File: src/rtl/input_port_router.sv
// Input-port flit buffer for the mesh XY switch: a small FIFO whose head flit is
// decoded (X first, then Y) into a one-hot request toward the output arbiters.
module input_port_router #(
   parameter int DATA_WIDTH   = 8,
   parameter int X_ADDR_WIDTH = 2,
   parameter int Y_ADDR_WIDTH = 2,
   parameter int X_COORD      = 0,
   parameter int Y_COORD      = 0,
   parameter int FIFO_DEPTH   = 4,
   parameter int PORT_N       = 5
) (
   input  logic                            clk_i,
   input  logic                            rst_ni,
   input  logic [DATA_WIDTH-1:0]           data_i,
   input  logic                            wr_en_i,
   output logic                            rdy_o,
   output logic [DATA_WIDTH-1:0]           data_o,
   output logic [PORT_N-1:0]               route_o,
   input  logic [PORT_N-1:0]               grant_i,
   output logic [$clog2(FIFO_DEPTH):0]     count_o
);

   localparam int PTR_W = $clog2(FIFO_DEPTH);
   localparam int CNT_W = PTR_W + 1;

   localparam int RESOURCE = 0;
   localparam int WEST     = 1;
   localparam int EAST     = 2;
   localparam int NORTH    = 3;
   localparam int SOUTH    = 4;

   localparam logic [CNT_W-1:0]        DEPTH_C = CNT_W'(FIFO_DEPTH);
   localparam logic [X_ADDR_WIDTH-1:0] X_C     = X_ADDR_WIDTH'(X_COORD);
   localparam logic [Y_ADDR_WIDTH-1:0] Y_C     = Y_ADDR_WIDTH'(Y_COORD);

   logic [DATA_WIDTH-1:0]   mem [FIFO_DEPTH];
   logic [PTR_W-1:0]        wr_ptr;
   logic [PTR_W-1:0]        rd_ptr;
   logic [CNT_W-1:0]        count;
   logic [DATA_WIDTH-1:0]   head;
   logic [X_ADDR_WIDTH-1:0] dst_x;
   logic [Y_ADDR_WIDTH-1:0] dst_y;
   logic                    empty;
   logic                    push;
   logic                    pop;

   assign empty   = (count == '0);
   assign rdy_o   = (count != DEPTH_C);
   assign count_o = count;
   assign head    = mem[rd_ptr];
   assign dst_x   = head[DATA_WIDTH-1 -: X_ADDR_WIDTH];
   assign dst_y   = head[DATA_WIDTH-X_ADDR_WIDTH-1 -: Y_ADDR_WIDTH];
   assign data_o  = empty ? '0 : head;

   // A full FIFO never accepts, even when the head is popped in the same cycle.
   assign push = wr_en_i && rdy_o;
   assign pop  = |(grant_i & route_o);

   always_comb begin
      route_o = '0;
      if (!empty) begin
         if (dst_x > X_C)
            route_o[EAST] = 1'b1;
         else if (dst_x < X_C)
            route_o[WEST] = 1'b1;
         else if (dst_y > Y_C)
            route_o[NORTH] = 1'b1;
         else if (dst_y < Y_C)
            route_o[SOUTH] = 1'b1;
         else
            route_o[RESOURCE] = 1'b1;
      end
   end

   // Storage is never reset; data_o is masked while empty instead.
   always_ff @(posedge clk_i) begin
      if (push)
         mem[wr_ptr] <= data_i;
   end

   always_ff @(posedge clk_i or negedge rst_ni) begin
      if (!rst_ni) begin
         wr_ptr <= '0;
         rd_ptr <= '0;
         count  <= '0;
      end else begin
         if (push)
            wr_ptr <= wr_ptr + PTR_W'(1);
         if (pop)
            rd_ptr <= rd_ptr + PTR_W'(1);
         case ({push, pop})
            2'b10:   count <= count + CNT_W'(1);
            2'b01:   count <= count - CNT_W'(1);
            default: count <= count;
         endcase
      end
   end

endmodule

File: config.mk
export PLATFORM = sky130hd
export DESIGN_NAME = input_port_router
export DESIGN_NICKNAME = d
export VERILOG_FILES = /design/src/rtl/input_port_router.sv
export SDC_FILE = /design/constraint.sdc
export NUM_CORES = 1
export LEC_CHECK = 0
export CORE_MARGIN = 5
export CORE_UTILIZATION = 35
export CTS_BUF_LIST = sky130_fd_sc_hd__clkbuf_4 sky130_fd_sc_hd__clkbuf_8
export DETAILED_ROUTE_END_ITERATION = 8
export SLEW_MARGIN = 20
export SYNTH_ARGS = -nofsm -noshare
export SYNTH_HDL_FRONTEND = slang
export SYNTH_SLANG_ARGS = --single-unit
File: constraint.sdc
create_clock -name clk_i -period 3 [get_ports clk_i]
set_input_delay 0.6 -clock clk_i [delete_from_list [all_inputs] [get_ports clk_i]]
set_output_delay 0.6 -clock clk_i [all_outputs]
set_load 0.05 [all_outputs]
After elaboration in Yosys (flattened, before gate mapping)
Memory sizes are Yosys's and may differ from the RTL's.
Cells that the tools add are included.
{ "totals": {"reg_bits": 7, "word_cells": 36, "ram_bits": 32, "memories": 1, "in_bits": 16, "output_inout_bits": 17, "latchBits": 0, "mem_bits_ro": 0} }
{ "mem_list": {"columns": ["memory", "depth", "word_bits", "read_ports", "rd_clocked_by_memory_dff", "write_ports", "line_no", "rtl"], "rows": [
  ["mem", 4, 8, 1, 0, 1, "36", "logic [DATA_WIDTH-1:0] mem [FIFO_DEPTH];"]
]} }
{ "classes": {"order_cmp": 4, "shift": 0, "n_div": 0, "eq_ne": 3, "multipliers": 0, "n_reduce_logical": 4, "mux": 16, "bitwise_logic": 1, "add_sub_neg": 4} }
{ "op_table": {"columns": ["cell", "n"], "rows": [
  ["two-way mux 1 bit", 10],
  ["two-way mux 8 bit", 1],
  ["two-way mux 2 bit", 3],
  ["one-hot mux 3 bit (2 select lines)", 1],
  ["bitwise AND 5 bit", 1],
  ["two-way mux 5 bit", 1],
  ["OR reduction 5 bit", 1],
  ["adder 2 x 1 -> 2 bit, second input constant", 2],
  ["> comparator 2 x 1 -> 1 bit, second input constant", 2],
  ["< comparator 2 x 1 -> 1 bit, second input constant", 2],
  ["adder 3 x 1 -> 3 bit, second input constant", 1],
  ["logical NOT 3 bit", 1],
  ["inequality test 3 bit, second input constant", 1],
  ["subtractor 3 x 1 -> 3 bit, second input constant", 1],
  ["== test 2 x 1 -> 1 bit, second input constant", 1],
  ["== test 2 bit, second input constant", 1],
  ["nonzero test 2 bit", 1],
  ["logical AND 1 bit", 1]
]} }

Depth between registers and ports, before layout
Gate-level depths: netlist of run 1.
An unclocked memory read counts as a cell.
{ "logic_depth": {"depth_word": 11, "ltp_mapped": 11, "depth_no_buf": 10} }

Worst setup path after synthesis of run 1
Ideal clock, no wire load.
{ "synth_path": {"kind": "reg-to-output", "from": "reg rd_ptr[0]", "to": "out route_o[3]", "setup_slack_ns": -0.180, "n_path_buf": 0, "arrival_time_ns": 2.580, "required_time_ns": 2.400, "path_stages_with_launch": 3, "path_cell_list": "dfrtp_1 mux4_1 nor4_1"} }
{ "synth_via": {"elab_chain_cells": 6, "word_cells_on_any_way": 8, "cone_classes": "order compare: 3; mux: 4; memory: 1"} }
{ "synth_rtl": {"columns": ["item", "line_no", "rtl"], "rows": [
  ["start, declared", "38", "logic [PTR_W-1:0] rd_ptr;"],
  ["start signal, assigned", "90", "rd_ptr <= rd_ptr + PTR_W'(1);"],
  ["memory (4 x 8 bit) *", null, null],
  ["> comparator 2 x 1 -> 1 bit", "66", "else if (dst_y > Y_C)"],
  ["two-way mux 1 bit", "66", null],
  ["two-way mux 2 bit", "64", "else if (dst_x < X_C)"],
  ["two-way mux 2 bit *", "62", "if (dst_x > X_C)"],
  ["two-way mux 5 bit *", "61", "if (!empty) begin"],
  ["end, declared", "18", "output logic [PORT_N-1:0] route_o,"]
]} }
Mark *: on every way between the ends. The rest lies on a longest branch, timed or not.

Worst setup path in the final report of run 1
{ "layout_path": {"from": "reg rd_ptr[0]", "to": "reg count[2] (netlist: count_o[2])"} }
{ "layout_via": {"elab_chain_cells": 11, "word_cells_on_any_way": 23, "cone_classes": "order compare: 4; eq/ne: 2; mux: 13; bitwise: 1; reduce/logical: 2; memory: 1"} }
{ "layout_rtl": {"columns": ["item", "line_no", "rtl"], "rows": [
  ["memory (4 x 8 bit) *", null, null],
  ["< comparator 2 x 1 -> 1 bit", "68", "else if (dst_y < Y_C)"],
  ["two-way mux 1 bit", "68", null],
  ["two-way mux 1 bit", "66", null],
  ["two-way mux 1 bit or two-way mux 2 bit (tied branches)", "64", null],
  ["two-way mux 2 bit", "62", null],
  ["two-way mux 5 bit *", "61", null],
  ["bitwise AND 5 bit *", "57", "assign pop = |(grant_i & route_o);"],
  ["OR reduction 5 bit *", "57", null],
  ["named net pop", "45", "logic pop;"],
  ["== test 2 x 1 -> 1 bit or == test 2 bit (tied branches)", "91", "case ({push, pop})"],
  ["one-hot mux 3 bit (2 select lines) or nonzero test 2 bit (tied branches)", null, null],
  ["end signal, assigned", "92", "2'b10: count <= count + CNT_W'(1);"],
  ["end signal, assigned", "93", "2'b01: count <= count - CNT_W'(1);"],
  ["end signal, assigned", "94", "default: count <= count;"],
  ["end, declared", "39", "logic [CNT_W-1:0] count;"]
]} }
The timed path passes the listed nets; every way through them passes the cells marked *.
A chain may end at the register's enable or synchronous reset.

==> results.md, run 1 <==
- CTS Hold Bufs: 0
- Via-to-Cell Ratio: approximately 4.6
- Routability congestion estimate: ~0.65
- Post-synth EDFFs: 32
- GRT overflow: 0
- Final WL: about 3.1 mm
- Clock Latency Late Sink: around 0.28 ns
- Core region area: ~5000 µm²
- Clk pin slew, worst setup/hold paths: ~0.070 ns
- Initial Utilization: a little over a third
- Nature of the critical path endpoint: flip-flop
- Htree depth: 2
- Wl on met1: approximately 1.3 mm
- Ports: 33
- Result of the run: completed
- Antenna violations before repair: 0
- Root buf cell: clkbuf_8
- Filler cell count: 479
- Largest net degree at the start of global routing: 12
- Post-Place Worst Slack: ~0.26 ns
- Die W: 81.23 µm
- Wire length on met2: ~1.7 mm
- Post-synthesis async set-or-reset flop share: ~18%
- Drt first pass iters: 4
- Worst hold slack: 0.5464 ns
- Synth area leader: edfxtp_1
- Register area share after synthesis: between 60% and 70%
- CTS sink count: 39
- Hold Path Depth: 1
- Max cap viols: 0
- Critical Path Max Stage Delay: 0.70 ns
- Met3 wire length: 99 µm
- # DRC: 0
- Setup TNS Final: 0 ns
- Commonest cells in the netlist: edfxtp_1 (32), and2_1 (8), dfrtp_1 (7)
- Crit path max-delay family: multiplexers
- Count leader, synth: edfxtp_1
- Crit-path slowest cell: mux4_1
- N_diodes: 0
- Worst setup margin: between 0.2 and 0.3 ns
- Worst path depth: 9
- Num CTS Buffers: 5
- Vias in the first global route: roughly 1,100
- Post-Route Utilization: ~44%
- Yosys Warn Count: 0
- Max-slew headroom: between 60% and 70%
- RSZ-0062 raised after global routing: no
- Post-Syn Area: 1775 µm²
- Worst reg2reg path depth: 9
- Setup Crit Path Kind: flip-flop to flip-flop
- Distinct cells, synth: 30
- Setup Buffers After CTS: 0
- Critical Path RT: roughly 3.2 ns
- Mean Syn Cell Area: 16.75 µm²
- Critical path data arrival time: approximately 2.9 ns
- Yosys top cell area share: a little over half
- Slew Viols, Final: 0
- Die Y: around 81 µm
- Primary FF master, synth: edfxtp_1
- First-pass GRT wire length: between 5 and 6 mm
- Synthesized instance count: around 110
- DIE AREA: around 6600 µm²
- Aggregate global-route resource usage: a little over 10%
- Fin. Hold Viols: 0
- WL/cell: 14.88 µm
- Synth area leaders: edfxtp_1 (54%), dfrtp_1 (9.9%), mux4_1 (8.9%)
- Rows: 26
- Worst Setup Start Kind: flip-flop
- CP most frequent cell: xor2_1
- Share of cells above drive strength 1: about 17%
- Top Metal Used: met4
- Worst hold path class: flip-flop to flip-flop
- Final Skew: about 0.0057 ns
- Resize count post-CTS: 0
- Max Fanout on Critical Path: 5
- Setup violations, final: 0
- Layout Nets: 161
- Area grow syn2layout: 24.59%
- Hpwl dp: approximately 2.4 mm
- Crit path buf inv count: 1
- Post-route minimum period: 2.724 ns
- Fin crit share: approximately nine tenths
- DRT antenna net count: 0
- Synthesis-stage register bit count: 39
- Port bufs: 28
- Vias: between 900 and 1,000
- Starting DRT DRC Count: 22
- CTS tree: built
- Critical path cell sequence: mux4_1, nor2_4, o211a_1, ha_1, inv_1, fa_1, xor2_1, nor2_1, xor2_1
- CTS max path bufs: 2
- Worst-margin pin slew: 0.4991 ns
- Peak Freq: roughly 370 MHz
[worst paths after layout]
kind,start,to,slack [ns]
worst min-delay path,count_o[0]$_DFFE_PN0P_,count_o[0]$_DFFE_PN0P_,0.55
worst max register to register,rd_ptr[0]$_DFFE_PN0P_,count_o[2]$_DFFE_PN0P_,0.28
max in group asynchronous,rst_ni,rd_ptr[0]$_DFFE_PN0P_,2.18
worst max-delay path,rd_ptr[0]$_DFFE_PN0P_,count_o[2]$_DFFE_PN0P_,0.28
min in group asynchronous,rst_ni,count_o[1]$_DFFE_PN0P_,0.58
worst min register to register,count_o[0]$_DFFE_PN0P_,count_o[0]$_DFFE_PN0P_,0.55
[placed cells by master, fill, tap and decap left out, drive strengths merged, types with 4 or more instances in the layout]
cell type and n:
edfxtp 32, clkdlybuf4s50 17, buf 13, and2 9
mux4 8, dfrtp 7, inv 6, clkbuf 6
and3 5, mux2i 5, ha 5, nor2 4
[state kept, by name (all words and copies together), names as in the netlist]
signal and cells:
wr_ptr 2, count_o 3, mem 32, rd_ptr 2
[metrics by stage]
step / std cells / cell area, µm²
2_1_floorplan: 107 / 1785
3_3_place_gp: 202 / 2128
3_5_place_dp: 202 / 2128
4_1_cts: 210 / 2212
5_1_grt: 210 / 2212
6_report: 210 / 2212
[cells by family after synthesis]
| family | count (synthesis) | synth area share [%] |
|---|---|---|
| AO/OA/AOI/OAI | 4 | 1.620 |
| XOR/XNOR | 6 | 2.960 |
| multiplexers | 13 | 14.24 |
| adder cells (fa/ha/maj) | 6 | 4.651 |
| buffers and inverters | 11 | 3.382 |
| AND/OR/NAND/NOR | 26 | 8.950 |
| flip-flops | 39 | 63.99 |
| other | 1 | 0.2112 |
[area by class of cell]
class / instances / area, µm² / area share, %
inverter: 6 / 22.52 / 1.018
tap: 70 / 87.58 / 3.959
sequential: 39 / 1136 / 51.36
multi-input combinational: 57 / 589.3 / 26.64
clock inverter: 2 / 7.507 / 0.3394
clock buffer: 6 / 76.32 / 3.450
timing repair buffer: 30 / 292.8 / 13.24
[routing by layer]
| metal | global-route usage [%] | vias to the layer above |
|---|---|---|
| met5 | 0 | - |
| met4 | 4.054 | 0 |
| met3 | 2.439 | 2 |
| met2 | 18.80 | 16 |
| met1 | 11.77 | 475 |
| li1 | - | 467 |
[worst register-to-register path, cell delays in order (launching register included)]
cell and delay [ns]:
dfrtp_1 0.49, mux4_1 0.70, nor2_4 0.20, o211a_1 0.20, ha_1 0.19, inv_1 0.06
fa_1 0.37, xor2_1 0.15, nor2_1 0.12, xor2_1 0.17
Power of run 1 is not shown: default switching activity piles up to over one toggle a cycle in this logic, so the estimate is an artifact.
==> run 2, diff against run 1 <==
CORE_MARGIN = 4   (was 5)
==> run 2 against run 1 <==
  * Flip-flop and latch count did not move
  * First-iteration DRC count grew 140%
  * Final area is 2.5% higher
  * Worst hold slack got worse by 0.0014 ns
  * Utilization is 2.9 points higher
  * Non-clock buffer count is 3 higher
  * Critical path depth fell by 6
  * Die area decreased by 4.9%
  * Cell count did not move
  * Sequential share of layout area decreased by 1.2 points
  * Register-to-register slack got worse by 0.06 ns
==> results.md, run 2 (synthesis gave the netlist of run 1 again) <==
- Result of the run: completed (unchanged)
- Starting DRT DRC Count: 52 (was 22)
- Setup violations, final: 0 (unchanged)
- Rows: 25 (was 26)
- WL/cell: 15.49 µm (was 14.88 µm)
- Final cell count without fillers: 210 (unchanged)
- Num CTS Buffers: 5 (unchanged)
- Crit-path slowest cell: clkdlybuf4s50_1 (was mux4_1)
- Hpwl dp: 2.343 mm (was 2.359 mm)
- Root buf cell: clkbuf_8 (unchanged)
- GRT overflow: 0 (unchanged)
- Drt first pass iters: 4 (unchanged)
- Final WL: 3.253 mm (was 3.124 mm)
- Max-slew headroom: 65.92% (was 66.62%)
- Clock Latency Late Sink: 0.29 ns (was 0.28 ns)
- N_diodes: 0 (unchanged)
- Post-route minimum period: 2.887 ns (was 2.724 ns)
- Nature of the critical path endpoint: output port (was flip-flop)
- Worst-margin pin slew: 0.5096 ns (was 0.4991 ns)
- Filler cell count: 435 (was 479)
- Routability congestion estimate: 0.7068 (was 0.6463)
- Worst r2r src: rd_ptr[0]$_DFFE_PN0P_ (unchanged)
- First-pass GRT wire length: 5.278 mm (was 5.002 mm)
- Antenna violations before repair: 0 (unchanged)
- Critical Path Max Stage Delay: 0.70 ns (about the same)
- CTS max path bufs: 2 (unchanged)
- Final Skew: 0.004811 ns (was 0.005719 ns)
- Most flops, register: mem (unchanged)
- Port bufs: 28 (unchanged)
- Largest register FFs: 32 (unchanged)
- Max cap viols: 0 (unchanged)
- Max Fanout on Critical Path: 11 (was 5)
- Peak Freq: 346.4 MHz (was 367.1 MHz)
- DRT antenna net count: 0 (unchanged)
- Critical path data arrival time: 2.29 ns (was 2.92 ns)
- Worst reg2reg path depth: 9 (unchanged)
- Layout Nets: 164 (was 161)
- # DRC: 0 (unchanged)
- Hold endpoint: count_o[0]$_DFFE_PN0P_ (unchanged)
- CTS sink count: 39 (unchanged)
- Hold Path Depth: 1 (unchanged)
- Placed cell count: 202 (unchanged)
- Area post-placement: 2155 µm² (was 2128 µm²)
- CTS Hold Bufs: 0 (unchanged)
- RSZ-0062 raised after global routing: no (unchanged)
- Critical path cell sequence: mux4_1, and2_1, clkdlybuf4s50_1 (was mux4_1, nor2_4, o211a_1, ha_1, inv_1, fa_1, xor2_1, nor2_1, xor2_1)
- Largest net degree at the start of global routing: 14 (was 12)
- Crit path buf inv count: 1 (unchanged)
- Share of cells above drive strength 1: 18.88% (was 17.14%)
- Vias in the first global route: 1,038 (was 1,068)
- Via-to-Cell Ratio: 4.743 (was 4.571)
- Fin. Hold Viols: 0 (unchanged)
- Die W: 79.23 µm (was 81.23 µm)
- Setup TNS Final: 0 ns (unchanged)
- Area grow syn2layout: 27.77% (was 24.59%)
- Slew Viols, Final: 0 (unchanged)
- Core region area: 4817 µm² (was 5010 µm²)
- Htree depth: 2 (unchanged)
- Hold path startpoint: count_o[0]$_DFFE_PN0P_ (unchanged)
- Worst hold path class: flip-flop to flip-flop (unchanged)
- Setup Crit Path Kind: flip-flop to output port (was flip-flop to flip-flop)
- Ports: 33 (unchanged)
- Clk pin slew, worst setup/hold paths: 0.07 ns (about the same)
- Vias: 996 (was 960)
- Most frequent cells in the layout: edfxtp_1 (32), clkdlybuf4s50_1 (20), buf_4 (11) (was edfxtp_1 (32), clkdlybuf4s50_1 (17), buf_4 (11))
- DIE AREA: 6277 µm² (was 6598 µm²)
- Worst hold slack: 0.5450 ns (was 0.5464 ns)
- Die Y: 79.23 µm (was 81.23 µm)
- Commonest non-fill, non-tap cell in the layout: edfxtp_1 (unchanged)
- RR Endpoint: count_o[2]$_DFFE_PN0P_ (unchanged)
- Worst Setup Start Kind: flip-flop (unchanged)
- Aggregate global-route resource usage: 11.43% (was 10.39%)
- Initial Utilization: 36.86% (was 35.44%)
- CTS tree: built (unchanged)
- Crit path from: rd_ptr[0]$_DFFE_PN0P_ (unchanged)
- Critical Path RT: 2.40 ns (was 3.20 ns)
- Crit path max-delay family: buffers and inverters (was multiplexers)
- Flop-to-flop setup slack: 0.22 ns (was 0.28 ns)
- Finished Cell Area: 2268 µm² (was 2212 µm²)
- Fin crit share: 96.24% (was 90.79%)
-- run 2: cell count changes in the layout (fill, tap and decap cells not counted), sizes merged --
cell	previous run	this run
clkdlybuf4s50	17	20
bufinv	0	1
clkbuf	6	5
-- run 2: worst max-delay path by stage --
| stage | slack [ns] | cells past startpoint | endpoint |
|---|---|---|---|
| after floorplan | 0.23 | 9 | count_o[2]$_DFFE_PN0P_ |
| final | 0.11 | 3 | data_o[1] |
| after CTS | 0.1 | 3 | data_o[1] |
| after detailed placement | 0.06 | 9 | count_o[2]$_DFFE_PN0P_ |
| after global routing | 0.05 | 3 | data_o[4] |
| after global placement | 0.20 | 9 | count_o[2]$_DFFE_PN0P_ |
-- run 2: final cells by class --
| type | instances | area, µm² | area share, % |
|---|---|---|---|
| clock buffer | 5 | 68.82 | 3.034 |
| clock inverter | 3 | 43.79 | 1.930 |
| inverter | 6 | 22.52 | 0.9928 |
| multi-input combinational | 57 | 589.3 | 25.98 |
| sequential | 39 | 1137 | 50.14 |
| tap | 67 | 83.83 | 3.696 |
| timing repair buffer | 33 | 322.8 | 14.23 |
-- run 2: timing repair --
item	4_1_cts	5_1_grt
hold endpoints to repair	0	0
resized for setup	1	0
setup buffers	0	0
setup endpoints to repair	3	0
-- run 2: stage by stage --
step	setup slack (ns)	utilization, %
after floorplan	0.2321	-
after global placement	0.1958	44.73
after detailed placement	0.05919	44.73
after CTS	0.09764	47.09
after global routing	0.05351	47.09
final	0.1128	47.09
-- run 2: routing by layer --
metal  part of all wire, %  up-vias  track usage (%)
met2                    51       31            19.53
met1                    41      488            13.18
met5                     0        -                0
li1                      -      473                -
met4                   1.2        0            4.124
met3                   6.3        4            4.082
Power of run 2 is left out for the same reason.
